==> config.mk <==
export PLATFORM = sky130hd
export DESIGN_NAME = result_frame_sequencer_flat
export DESIGN_NICKNAME = d
export VERILOG_FILES = /design/src/rtl/result_frame_sequencer_if.sv /design/src/rtl/result_frame_sequencer.sv /design/src/flat_wrapper.sv
export SDC_FILE = /design/constraint.sdc
export NUM_CORES = 1
export LEC_CHECK = 0
export BUFFER_PORTS_ARGS = -buffer_cell sky130_fd_sc_hd__buf_2
export CORE_MARGIN = 4
export CORE_UTILIZATION = 30
export CTS_BUF_LIST = sky130_fd_sc_hd__clkbuf_4
export DETAILED_ROUTE_END_ITERATION = 8
export HOLD_SLACK_MARGIN = 0.08
export PLACE_DENSITY_LB_ADDON = 0.2
export SLEW_MARGIN = 20
export SYNTH_ARGS = -nofsm -noshare
export SYNTH_HDL_FRONTEND = slang
export SYNTH_SLANG_ARGS = --single-unit
export TNS_END_PERCENT = 1
==> constraint.sdc <==
create_clock -name clk -period 8.9 [get_ports clk]
set_input_delay 1.335 -clock clk [delete_from_list [all_inputs] [get_ports clk]]
set_output_delay 1.335 -clock clk [all_outputs]
set_load 0.01 [all_outputs]
==> src/rtl/result_frame_sequencer_if.sv <==
// Bundle between the measurement controller / UART TX side (master) and the
// frame sequencer (slave).
interface result_frame_sequencer_if #(
  parameter int CNT_W = 32
);
  // Handshakes: start is a one-cycle request taken only while busy is low;
  // tx_start is held with tx_data stable until tx_busy is seen high at a clock edge.
  logic             start;
  logic             busy;
  logic [1:0]       mode;
  logic [CNT_W-1:0] f_count;
  logic [CNT_W-1:0] t_count;
  logic [7:0]       tx_data;
  logic             tx_start;
  logic             tx_busy;
  logic             frame_done;

  modport master (
    output start, mode, f_count, t_count, tx_busy,
    input  busy, tx_data, tx_start, frame_done
  );

  modport slave (
    input  start, mode, f_count, t_count, tx_busy,
    output busy, tx_data, tx_start, frame_done
  );
endinterface

==> src/rtl/result_frame_sequencer.sv <==
// Serialises one latched measurement result into a HEADER/mode/counts/XOR frame
// and feeds it byte by byte to the UART transmitter.
module result_frame_sequencer #(
  parameter logic [7:0] HEADER = 8'hA5,
  parameter int         CNT_W  = 32
) (
  input  logic                      clk,
  input  logic                      rst_n,
  result_frame_sequencer_if.slave   bus,
  output logic [2:0]                dbg_state
);

  localparam int NB        = CNT_W / 8;
  localparam int FRAME_MAX = 3 + 2 * NB;
  localparam int IDX_W     = $clog2(FRAME_MAX);

  typedef enum logic [2:0] {
    S_IDLE = 3'd0,
    S_SYNC = 3'd1,
    S_REQ  = 3'd2,
    S_WAIT = 3'd3,
    S_DONE = 3'd4
  } state_t;

  state_t           state_q, state_d;
  logic [1:0]       mode_q, mode_d;
  logic [CNT_W-1:0] f_q, f_d;
  logic [CNT_W-1:0] t_q, t_d;
  logic [IDX_W-1:0] idx_q, idx_d;
  logic [7:0]       csum_q, csum_d;
  logic             busy_q, busy_d;
  logic             tx_start_q, tx_start_d;
  logic [7:0]       tx_data_q, tx_data_d;
  logic             frame_done_q, frame_done_d;

  // Index of the checksum byte, i.e. the last byte of the frame.
  function automatic int last_idx(input logic [1:0] m);
    int nf;
    int nt;
    nf = m[1] ? NB : 0;
    nt = m[0] ? NB : 0;
    return 2 + nf + nt;
  endfunction

  // Byte at position idx; the checksum slot returns the running XOR, which
  // already covers every earlier byte by the time that slot is presented.
  function automatic logic [7:0] byte_at(
    input logic [IDX_W-1:0] idx,
    input logic [1:0]       m,
    input logic [CNT_W-1:0] f,
    input logic [CNT_W-1:0] t,
    input logic [7:0]       cs
  );
    int i;
    int nf;
    int nt;
    logic [7:0] b;
    i  = int'(idx);
    nf = m[1] ? NB : 0;
    nt = m[0] ? NB : 0;
    b  = cs;
    if (i == 0) begin
      b = HEADER;
    end else if (i == 1) begin
      b = {6'b0, m};
    end else if (i < 2 + nf) begin
      b = 8'(f >> (8 * (NB - 1 - (i - 2))));
    end else if (i < 2 + nf + nt) begin
      b = 8'(t >> (8 * (NB - 1 - (i - 2 - nf))));
    end
    return b;
  endfunction

  always_comb begin
    state_d      = state_q;
    mode_d       = mode_q;
    f_d          = f_q;
    t_d          = t_q;
    idx_d        = idx_q;
    csum_d       = csum_q;
    busy_d       = busy_q;
    tx_start_d   = tx_start_q;
    tx_data_d    = tx_data_q;
    frame_done_d = 1'b0;

    case (state_q)
      S_IDLE: begin
        if (bus.start) begin
          mode_d  = bus.mode;
          f_d     = bus.f_count;
          t_d     = bus.t_count;
          csum_d  = 8'h00;
          idx_d   = '0;
          busy_d  = 1'b1;
          state_d = S_SYNC;
        end
      end
      // A UART still busy from an earlier user must not be read as acceptance.
      S_SYNC: begin
        if (!bus.tx_busy) begin
          tx_data_d  = byte_at(idx_q, mode_q, f_q, t_q, csum_q);
          tx_start_d = 1'b1;
          state_d    = S_REQ;
        end
      end
      S_REQ: begin
        if (bus.tx_busy) begin
          csum_d     = csum_q ^ tx_data_q;
          tx_start_d = 1'b0;
          state_d    = S_WAIT;
        end
      end
      S_WAIT: begin
        if (!bus.tx_busy) begin
          if (int'(idx_q) != last_idx(mode_q)) begin
            idx_d      = idx_q + IDX_W'(1);
            tx_data_d  = byte_at(idx_d, mode_q, f_q, t_q, csum_q);
            tx_start_d = 1'b1;
            state_d    = S_REQ;
          end else begin
            state_d = S_DONE;
          end
        end
      end
      S_DONE: begin
        frame_done_d = 1'b1;
        busy_d       = 1'b0;
        state_d      = S_IDLE;
      end
      default: begin
        busy_d     = 1'b0;
        tx_start_d = 1'b0;
        state_d    = S_IDLE;
      end
    endcase
  end

  always_ff @(posedge clk or negedge rst_n) begin
    if (!rst_n) begin
      state_q      <= S_IDLE;
      mode_q       <= 2'b00;
      f_q          <= '0;
      t_q          <= '0;
      idx_q        <= '0;
      csum_q       <= 8'h00;
      busy_q       <= 1'b0;
      tx_start_q   <= 1'b0;
      tx_data_q    <= 8'h00;
      frame_done_q <= 1'b0;
    end else begin
      state_q      <= state_d;
      mode_q       <= mode_d;
      f_q          <= f_d;
      t_q          <= t_d;
      idx_q        <= idx_d;
      csum_q       <= csum_d;
      busy_q       <= busy_d;
      tx_start_q   <= tx_start_d;
      tx_data_q    <= tx_data_d;
      frame_done_q <= frame_done_d;
    end
  end

  assign bus.busy       = busy_q;
  assign bus.tx_start   = tx_start_q;
  assign bus.tx_data    = tx_data_q;
  assign bus.frame_done = frame_done_q;
  assign dbg_state      = state_q;

endmodule

==> src/flat_wrapper.sv <==
// flat-port wrapper written by rule: the top's interface ports become plain ports
module result_frame_sequencer_flat 
#(
  parameter logic [7:0] HEADER = 8'hA5,
  parameter int         CNT_W  = 32
)
  (clk, rst_n, dbg_state, bus_start, bus_mode, bus_f_count, bus_t_count, bus_tx_busy, bus_busy, bus_tx_data, bus_tx_start, bus_frame_done);
  result_frame_sequencer_if #(.CNT_W(CNT_W)) bus_i ();
  input  logic clk;
  input  logic rst_n;
  output logic [2:0] dbg_state;
  input wire logic [$bits(bus_i.start)-1:0] bus_start;
  input wire logic [$bits(bus_i.mode)-1:0] bus_mode;
  input wire logic [$bits(bus_i.f_count)-1:0] bus_f_count;
  input wire logic [$bits(bus_i.t_count)-1:0] bus_t_count;
  input wire logic [$bits(bus_i.tx_busy)-1:0] bus_tx_busy;
  output wire logic [$bits(bus_i.busy)-1:0] bus_busy;
  output wire logic [$bits(bus_i.tx_data)-1:0] bus_tx_data;
  output wire logic [$bits(bus_i.tx_start)-1:0] bus_tx_start;
  output wire logic [$bits(bus_i.frame_done)-1:0] bus_frame_done;
  assign bus_i.start = bus_start;
  assign bus_i.mode = bus_mode;
  assign bus_i.f_count = bus_f_count;
  assign bus_i.t_count = bus_t_count;
  assign bus_i.tx_busy = bus_tx_busy;
  assign bus_busy = bus_i.busy;
  assign bus_tx_data = bus_i.tx_data;
  assign bus_tx_start = bus_i.tx_start;
  assign bus_frame_done = bus_i.frame_done;
  result_frame_sequencer #(.HEADER(HEADER), .CNT_W(CNT_W)) u_core (.clk(clk), .rst_n(rst_n), .bus(bus_i), .dbg_state(dbg_state));
endmodule
==> qor.json <==
{
  "routedWlPerCell_um": 18.1,
  "post_synth_xor_area_fraction_pct": 1.74,
  "floorplan.rows": 49,
  "fill_cells": 1889,
  "synth_fa_ha_area_share_pct": 6.36,
  "gp_congestion": 0.870,
  "critical_path_required_ps": 9310,
  "tritoncts": "yes",
  "synth_enable_flop_cells": 0,
  "initial_core_util_pct": 30.7,
  "netlist_area_mm2": 0.00555,
  "grt_overflow": 0,
  "synth_nets": 689,
  "power.density_mw_per_mm2": 408,
  "mostFrequentLayoutCells": "224 x nand2_1, 91 x dfrtp_1, 82 x buf_2",
  "synth_async_sr_flop_share_pct": 100,
  "worst_skew_pair.late_latency_ps": 490,
  "root_buffer": "clkbuf_4",
  "net-switching-power_mw": 1.22,
  "rsz_0062_raised_after_global_routing": "false",
  "worst-path-max-fanout": 44,
  "numClockSinks": 92,
  "cts_buffers": 9,
  "finish.net_count": 758,
  "port-buffer-count": 83,
  "postSynthCellCount": 592,
  "post-dp-hpwl_um": 11800,
  "muxShareOfSynthArea_pct": 13.2,
  "design_power_total_mw": 2.59,
  "fin_setup_tns_ps": 0,
  "result_of_the_run": "completed",
  "cts-htree-levels": 3,
  "final_cells": 896,
  "post_cts_resize_count": 0,
  "power.combinational.fraction_pct": 59.2,
  "layout_min_cycle_time_ps": 4710,
  "critical-path-slowest-cell": "ha_1",
  "initialDrtViolationCount": 286,
  "max_fclk_mhz": 212,
  "critPathLaunchType": "flop",
  "min-delay-path-class": "reg -> reg",
  "postLayoutCellArea_mm2": 0.00635,
  "synth_top_family_by_area": "simple AND/OR/NAND/NOR gates",
  "drive_above_1_share_pct": 23.0,
  "synth_cell_types": 65,
  "grt_first_pass_wirelength_um": 25700,
  "syn_warnings": 0,
  "power_switching_share_pct": 46.9,
  "die-width_um": 144,
  "ant_nets": 0,
  "io_pins": 84,
  "place.detailed.instances": 879,
  "drc": 0,
  "critical_path_class": "reg -> reg",
  "worstPathCellList": "buf_4, inv_1, ha_1, inv_1, ha_1, inv_1, ha_1, inv_1, ha_1, inv_1, ha_1, nor4b_1, a22oi_1, a211o_1, a211oi_1",
  "critPathArrivalTime_ps": 5120,
  "slew_headroom_pct": 22.2,
  "power.share.clock_pct": 10.5,
  "final_hold_viol_count": 0,
  "grt_max_degree": 68,
  "clock_skew_ps": 24.5,
  "floorplan.die.height_um": 144,
  "most_common_cell_after_layout_fill_and_taps_aside": "nand2_1",
  "drt_pre_antenna_iters": 4,
  "final_max_slew_viol_count": 0,
  "cpPeakStageDelay_ps": 960,
  "track_usage_pct": 16.0,
  "holdWs_ps": 515,
  "max-cap-violations": 0,
  "worstMarginPinSlew_ps": 1160,
  "routed-via-count": 4565,
  "place_area_mm2": 0.00618,
  "final_setup_violation_count": 0,
  "area.growth.synth_to_final_pct": 14.5,
  "post_cts_buffers": 0,
  "grt_antenna_before_repair": 1,
  "route.detailed.vias_per_inst": 5.09,
  "synth_simple_gate_area_share_pct": 23.2,
  "synth_flop_cell": "dfrtp_1",
  "final_min_period_over_clock_period_pct": 52.9,
  "leakage_power_figure_nw": 3.06,
  "ys_seq_elements": 92,
  "dieArea_mm2": 0.0207,
  "finalWirelength_um": 16200,
  "core_mm2": 0.0181,
  "clk_pin_slew_worst_paths_ps": 160,
  "grt_pass1_vias": 4619,
  "p_int_mw": 1.38,
  "power.share.sequential_pct": 30.2,
  "max-clock-path-buffers": 2,
  "synth.avg_cell_area_um2": 9.37,
  "synth-compound-area-share_pct": 10.0,
  "synth_seq_area_share_pct": 41.5,
  "postCtsHoldBufs": 0,
  "ir_worst_vdd_mv": 0.167,
  "cp-end-kind": "flop"
}
==> registers in the layout, indices dropped and copies added (netlist names) <==
register	flops
u_core.f_q	32
u_core.bus.frame_done	1
u_core.t_q	32
u_core.bus.busy	1
u_core.bus.tx_data	8
u_core.bus.tx_start	1
u_core.idx_q	4
u_core.csum_q	8
u_core.mode_q	2
u_core.dbg_state	3
==> metal layers <==
layer | wire length [µm] | vias to the layer above | track usage, %
met1 | 7480 | 2249 | 22.2
li1 | - | 2190 | -
met5 | 0 | - | 0
met2 | 7830 | 111 | 25.8
met4 | 221 | 0 | 4.36
met3 | 682 | 15 | 2.98
==> power by group through the flow <==
stage	sequential (mW)	clock (mW)	combinational, mW
5_1_grt	0.813	0.300	1.71
6_report	0.783	0.273	1.54
4_1_cts	0.784	0.285	1.55
3_3_place_gp	0.784	0	1.50
2_1_floorplan	0.734	0	1.12
3_5_place_dp	0.793	0	1.54
==> final timing paths <==
path                                          to  depth (start not counted)  slack, ps            start
setup / recovery           u_core.bus.tx_data[7]                         15       4190  u_core.idx_q[0]
hold / removal                    u_core.t_q[26]                          2        520   u_core.t_q[26]
setup reg to reg           u_core.bus.tx_data[7]                         15       4190  u_core.idx_q[0]
hold reg to reg                   u_core.t_q[26]                          2        520   u_core.t_q[26]
max in group asynchronous  u_core.bus.tx_data[5]                          2       6930            rst_n
min in group asynchronous    u_core.dbg_state[2]                          1        730            rst_n
==> Yosys cell counts, drive strengths merged (8+ instances only) <==
master  count  area, µm²
nand2     224        841
dfrtp      92       2300
mux4       32        721
ha         25        313
nor2       22       82.6
inv        21       78.8
clkbuf     18       67.6
a21oi      16       80.1
buf        15       77.6
nand3      11       55.1
o21ai      11       55.1
xor2        8       70.1
==> layout make-up <==
cell class / instances / area (µm²) / area share (%)
antenna: 1 / 2.50 / 0.0394
multi-input combinational: 446 / 3040 / 47.8
sequential: 92 / 2300 / 36.3
clock buffer: 9 / 67.6 / 1.06
tap: 229 / 287 / 4.51
timing repair buffer: 91 / 478 / 7.52
clock inverter: 7 / 97.6 / 1.54
inverter: 21 / 78.8 / 1.24
==> metrics by stage <==
stage                     setup WS [ps]  util, %
after floorplan                    4600        -
after global placement             4310     34.1
after detailed placement           4140     34.2
after CTS                          4150     35.1
after global routing               3780     35.1
final                              4190     35.1
==> worst max-delay path: cells and delay by family, from the launching register on <==
kind / cells / cell delay [ps]
adders and majority gates: 5 / 1910
DFF: 1 / 370
AOI/OAI and AO/OA: 3 / 660
buffers and inverters: 6 / 920
and+or+nand+nor: 1 / 780
==> logic make-up (layout without fill, tap and decap cells) <==
family | Yosys count | in the layout
xor+xnor | 11 | 11
compound gates | 78 | 78
other cells | 0 | 1
buf+inv | 54 | 128
fa+ha+maj | 27 | 27
simple gates | 297 | 297
mux | 33 | 33
flops | 92 | 92
No activity file was read; power rests on OpenSTA's default activity.
